[src/rtl/key_event_pkg.sv]
// Shared state encodings and width helper for the key event controller.
package key_event_pkg;

  localparam logic [1:0] S_IDLE  = 2'b00;
  localparam logic [1:0] S_RUN   = 2'b01;
  localparam logic [1:0] S_PAUSE = 2'b10;

  localparam logic [1:0] K_WAIT  = 2'b00;
  localparam logic [1:0] K_IDLE  = 2'b01;
  localparam logic [1:0] K_PRESS = 2'b10;

  function automatic int cnt_width(input int max_val);
    return (max_val < 2) ? 1 : $clog2(max_val + 1);
  endfunction

endpackage

[src/rtl/key_press_classifier.sv]
// Classifies one debounced key into 1-cycle short/long press events.
// Latency: event registered one edge after key_q samples the release / final ms tick.
module key_press_classifier
  import key_event_pkg::*;
#(
  parameter int LONG_MS     = 1000,
  parameter bit KEY_ACT_LOW = 1'b1
) (
  input  logic clk,
  input  logic rst,
  input  logic ms_tick,
  input  logic key_in,
  output logic short_p,
  output logic long_p
);

  localparam int   HW         = cnt_width(LONG_MS);
  localparam logic KEY_ACTIVE = ~KEY_ACT_LOW;

  logic          key_q;
  logic          key_qq;
  logic [1:0]    state_q;
  logic [HW-1:0] hold_cnt;
  logic          pressed_q;
  logic          pressed_qq;

  assign pressed_q  = (key_q == KEY_ACTIVE);
  assign pressed_qq = (key_qq == KEY_ACTIVE);

  always_ff @(posedge clk) begin
    if (rst) begin
      // Samples restart at the pressed level so a key held through reset never forms a press edge.
      key_q    <= KEY_ACTIVE;
      key_qq   <= KEY_ACTIVE;
      state_q  <= K_WAIT;
      hold_cnt <= '0;
      short_p  <= 1'b0;
      long_p   <= 1'b0;
    end else begin
      key_q   <= key_in;
      key_qq  <= key_q;
      short_p <= 1'b0;
      long_p  <= 1'b0;
      case (state_q)
        K_WAIT: begin
          if (!pressed_q) state_q <= K_IDLE;
        end
        K_IDLE: begin
          if (pressed_q && !pressed_qq) begin
            state_q  <= K_PRESS;
            hold_cnt <= '0;
          end
        end
        K_PRESS: begin
          if (!pressed_q) begin
            short_p <= 1'b1;
            state_q <= K_IDLE;
          end else if (ms_tick) begin
            if (hold_cnt >= HW'(LONG_MS - 1)) begin
              long_p   <= 1'b1;
              hold_cnt <= HW'(LONG_MS);
              state_q  <= K_WAIT;
            end else begin
              hold_cnt <= hold_cnt + 1'b1;
            end
          end
        end
        default: state_q <= K_WAIT;
      endcase
    end
  end

endmodule

[src/rtl/key_event_ctrl.sv]
// Turns Clear / start_stop key levels into stopwatch run/clear/lap control.
// Latency: outputs registered two edges after key_q samples the deciding key level.
module key_event_ctrl
  import key_event_pkg::*;
#(
  parameter int CLK_FREQ    = 10000000,
  parameter int LONG_MS     = 1000,
  parameter bit KEY_ACT_LOW = 1'b1
) (
  input  logic       clk,
  input  logic       rst,
  input  logic       clear_key,
  input  logic       ss_key,
  output logic       run_en,
  output logic       clear_pulse,
  output logic       lap_pulse,
  output logic [1:0] run_state
);

  localparam int PRESC_DIV = CLK_FREQ / 1000;
  localparam int PW        = cnt_width(PRESC_DIV - 1);

  logic [PW-1:0] presc;
  logic          ms_tick;
  logic          clr_short;
  logic          clr_long;
  logic          ss_short;
  logic          ss_long;
  logic [1:0]    state_q;

  assign ms_tick   = (presc == PW'(PRESC_DIV - 1));
  assign run_state = state_q;

  always_ff @(posedge clk) begin
    if (rst || ms_tick) presc <= '0;
    else                presc <= presc + 1'b1;
  end

  key_press_classifier #(
    .LONG_MS     (LONG_MS),
    .KEY_ACT_LOW (KEY_ACT_LOW)
  ) u_clr_cls (
    .clk     (clk),
    .rst     (rst),
    .ms_tick (ms_tick),
    .key_in  (clear_key),
    .short_p (clr_short),
    .long_p  (clr_long)
  );

  key_press_classifier #(
    .LONG_MS     (LONG_MS),
    .KEY_ACT_LOW (KEY_ACT_LOW)
  ) u_ss_cls (
    .clk     (clk),
    .rst     (rst),
    .ms_tick (ms_tick),
    .key_in  (ss_key),
    .short_p (ss_short),
    .long_p  (ss_long)
  );

  // Clear events win; an ss event in the same cycle only acts when the clear is ignored (RUN).
  always_ff @(posedge clk) begin
    if (rst) begin
      state_q     <= S_IDLE;
      run_en      <= 1'b0;
      clear_pulse <= 1'b0;
      lap_pulse   <= 1'b0;
    end else begin
      clear_pulse <= 1'b0;
      lap_pulse   <= 1'b0;
      case (state_q)
        S_IDLE, S_PAUSE: begin
          if (clr_long || clr_short) begin
            state_q     <= S_IDLE;
            run_en      <= 1'b0;
            clear_pulse <= 1'b1;
          end else if (ss_short) begin
            state_q <= S_RUN;
            run_en  <= 1'b1;
          end
        end
        S_RUN: begin
          if (clr_long) begin
            state_q     <= S_IDLE;
            run_en      <= 1'b0;
            clear_pulse <= 1'b1;
          end else if (ss_short) begin
            state_q <= S_PAUSE;
            run_en  <= 1'b0;
          end else if (ss_long) begin
            lap_pulse <= 1'b1;
          end
        end
        default: begin
          state_q <= S_IDLE;
          run_en  <= 1'b0;
        end
      endcase
    end
  end

endmodule

[config.mk]
export PLATFORM = sky130hd
export DESIGN_NAME = key_event_ctrl
export DESIGN_NICKNAME = d
export VERILOG_FILES = /design/src/rtl/key_event_pkg.sv /design/src/rtl/key_press_classifier.sv /design/src/rtl/key_event_ctrl.sv
export SDC_FILE = /design/constraint.sdc
export NUM_CORES = 1
export LEC_CHECK = 0
export ABC_AREA = 0
export CELL_PAD_IN_SITES_DETAIL_PLACEMENT = 0
export CELL_PAD_IN_SITES_GLOBAL_PLACEMENT = 1
export CORE_ASPECT_RATIO = 0.8
export CORE_MARGIN = 5
export CORE_UTILIZATION = 39
export CTS_CLUSTER_SIZE = 28
export DETAILED_ROUTE_END_ITERATION = 6
export GPL_TIMING_DRIVEN = 0
export PLACE_DENSITY_LB_ADDON = 0.1
export RECOVER_POWER = 100
export REMOVE_ABC_BUFFERS = 1
export SYNTH_ARGS = -nofsm -noshare
export SYNTH_HDL_FRONTEND = slang
export SYNTH_SLANG_ARGS = --single-unit
export TNS_END_PERCENT = 30
[constraint.sdc]
create_clock -name clk -period 5.3 [get_ports clk]
set_input_delay 1.59 -clock clk [delete_from_list [all_inputs] [get_ports clk]]
set_output_delay 1.59 -clock clk [all_outputs]
set_load 0.05 [all_outputs]
==> results.cfg <==
[finish]
postLayoutCellArea_um2 = 2570
fin_nets = 281
final_core_util = 0.439
area_growth_pct = 10.5
drive_gt1_frac = 0.0655
finalNonFillerCells = 356
nFillCells = 592
antennaDiodeCount = 0

[timing]
finalSetupViolCount = 0
final.setup.tns_ns = 0
fin_crit_sh = 0.639
final-max-slew-violation-count = 44
whs_ns = 0.441
setup_ws_ns = 1.91
fmax_mhz = 295
hold_violations = 0
slew_headroom = -0.263
fin_skew_ns = 0.00347
layout_min_cycle_time_ns = 3.39
tightest_slew_ns = 1.89
rsz0062_at_grt = false

[synthesis]
synth_area_per_cell_um2 = 8.61
ys.flop_type = dfxtp_1
synth_edf_count = 0
ys_types = 50
syn_area_um2 = 2320
synth_seq_area_share = 0.431
synth.top_cell.area_share = 0.431
synthTopCellsByArea = dfxtp_1 (43%), nor2_1 (5.0%), a21oi_1 (4.1%)
yosysWarnings = 0
async_flop_share = 0
syn_inst = 270
yosysTopAreaCell = dfxtp_1
ys_seq_elements = 50

[clock_network]
cts_made_buffers = 5
root_buffer = clkbuf_8
cts.hold.buffers_added = 0
cts.sinks = 50
clkTransAtPathRegs_ns = 0.09
cts_resized = 0
cts.path.max_buffers = 2
post_cts_buffers = 0
h-tree-depth = 2
cts_tree = built
clk_latency_ns = 0.30

[pwr]
p_leak_nw = 0.880
ir_drop_v = 0.000142
finalPower_uw = 731
powerDensity_nw_per_um2 = 285

[routing]
vias = 1835
wl_per_cell_um = 12.7
drc = 0
wl_um = 4530
via_per_inst = 5.15
dr.pass1.iters = 4
drt_iter0_markers = 90
final_antenna_net_count = 0

[critical_path]
required_ns = 5.47
worstPathArrival_ns = 3.56
crit_path_max_fanout = 43
crit_type = input pin to flop
critPathLaunchType = input pin
end_kind = flop

[status]
violations = capacitance limit, slew limit
outcome = finished, violations left

[place]
placed_area_um2 = 2430
portBuffers = 8
dp_hpwl_um = 3070
dp.cells = 348
gp_congestion = 0.735
pre_cts_ws_ns = 2.30

[global_routing]
antenna_found_initial = 0
grt_max_degree = 44
grt_pass1_vias = 1641
overflow = 0
grt_pass1_wl_um = 7900
grt.total_usage = 0.133

[floorplanning]
core-area_um2 = 5850
initial_core_util = 0.397
fp.dieH_um = 79.0
dieArea_um2 = 7610
ios = 9
fp.dieW_um = 96.3
row_count = 25

[min_path]
hold_class = flop to flop

[job]
cap_violations = 1
critical path: stages:
cell	delay [ns]
clkbuf_1	1.33
nand2b_1	0.52
nor2_1	0.10
cells in the final DEF, fill, tap and decap left out, types with 6 or more instances in the layout:
cell type / count
nor2b_1: 6
xnor2_1: 6
o21ai_0: 15
nor3_1: 11
clkbuf_8: 6
inv_1: 8
nand2b_1: 10
nand3_1: 17
dfxtp_1: 50
nor2_1: 31
a21oi_1: 19
a211oi_1: 7
and3_1: 6
nand2_1: 17
power by group:
part | leakage, nW | internal, mW | switching, mW
combinational | 0.404 | 0.00770 | 0.0119
clock | 0.0714 | 0.201 | 0.126
sequential | 0.405 | 0.380 | 0.00385
cell families (layout without fill, tap and decap cells):
kind of cell | after synthesis | in the layout | share of synthesized area
flops | 50 | 50 | 0.431
mux | 2 | 2 | 0.00915
fa+ha+maj | 3 | 3 | 0.0162
buf+inv | 19 | 24 | 0.0420
compound gates | 60 | 60 | 0.171
simple gates | 125 | 125 | 0.290
xor+xnor | 11 | 11 | 0.0415
sequential cells by signal, summed over array words and instances, names as in the netlist:
| signal | flops |
|---|---|
| u_ss_cls.short_p | 1 |
| u_clr_cls.hold_cnt | 10 |
| u_ss_cls.state_q | 2 |
| u_clr_cls.key_q | 1 |
| u_ss_cls.key_q | 1 |
| run_state | 2 |
| presc | 14 |
| u_ss_cls.hold_cnt | 10 |
| clear_pulse | 1 |
| u_clr_cls.key_qq | 1 |
| lap_pulse | 1 |
| u_ss_cls.long_p | 1 |
| u_ss_cls.key_qq | 1 |
| u_clr_cls.short_p | 1 |
| u_clr_cls.long_p | 1 |
| u_clr_cls.state_q | 2 |
metal layers:
metal  wire, um  part of all wire  GRT usage
met4         35            0.0077     0.0420
met5          0                 0          0
met3        134             0.030     0.0341
met2       1780              0.39      0.182
met1       2580              0.57      0.202
cell usage after synthesis (5+ instances only):
library cell / count
and3_1: 6
a211oi_1: 7
xnor2_1: 6
xor2_1: 5
inv_1: 8
nand2b_1: 10
nor3_1: 11
nand2_1: 17
o21ai_0: 15
nor2b_1: 6
nand3_1: 17
clkbuf_1: 6
a21oi_1: 19
nand4_1: 5
dfxtp_1: 50
nor2_1: 31
final timing paths:
path	from	end	cells after the start	slack, ns
hold / removal	presc[0]	presc[0]	1	0.44
setup reg to reg	presc[5]	u_ss_cls.hold_cnt[7]	5	2.80
hold reg to reg	presc[0]	presc[0]	1	0.44
setup / recovery	rst	presc[11]	3	1.91
layout make-up:
class                   count  area (um^2)  share of cell area
clock buffers               6         82.6              0.0322
inverters                   8         30.0              0.0117
clock inverters             2         60.1              0.0234
multi-input cells         201         1220               0.475
repair buffers              8         73.8              0.0288
flip-flops and latches     50         1000               0.390
well taps                  81          101              0.0395
Power figures use the tool's default switching activity.
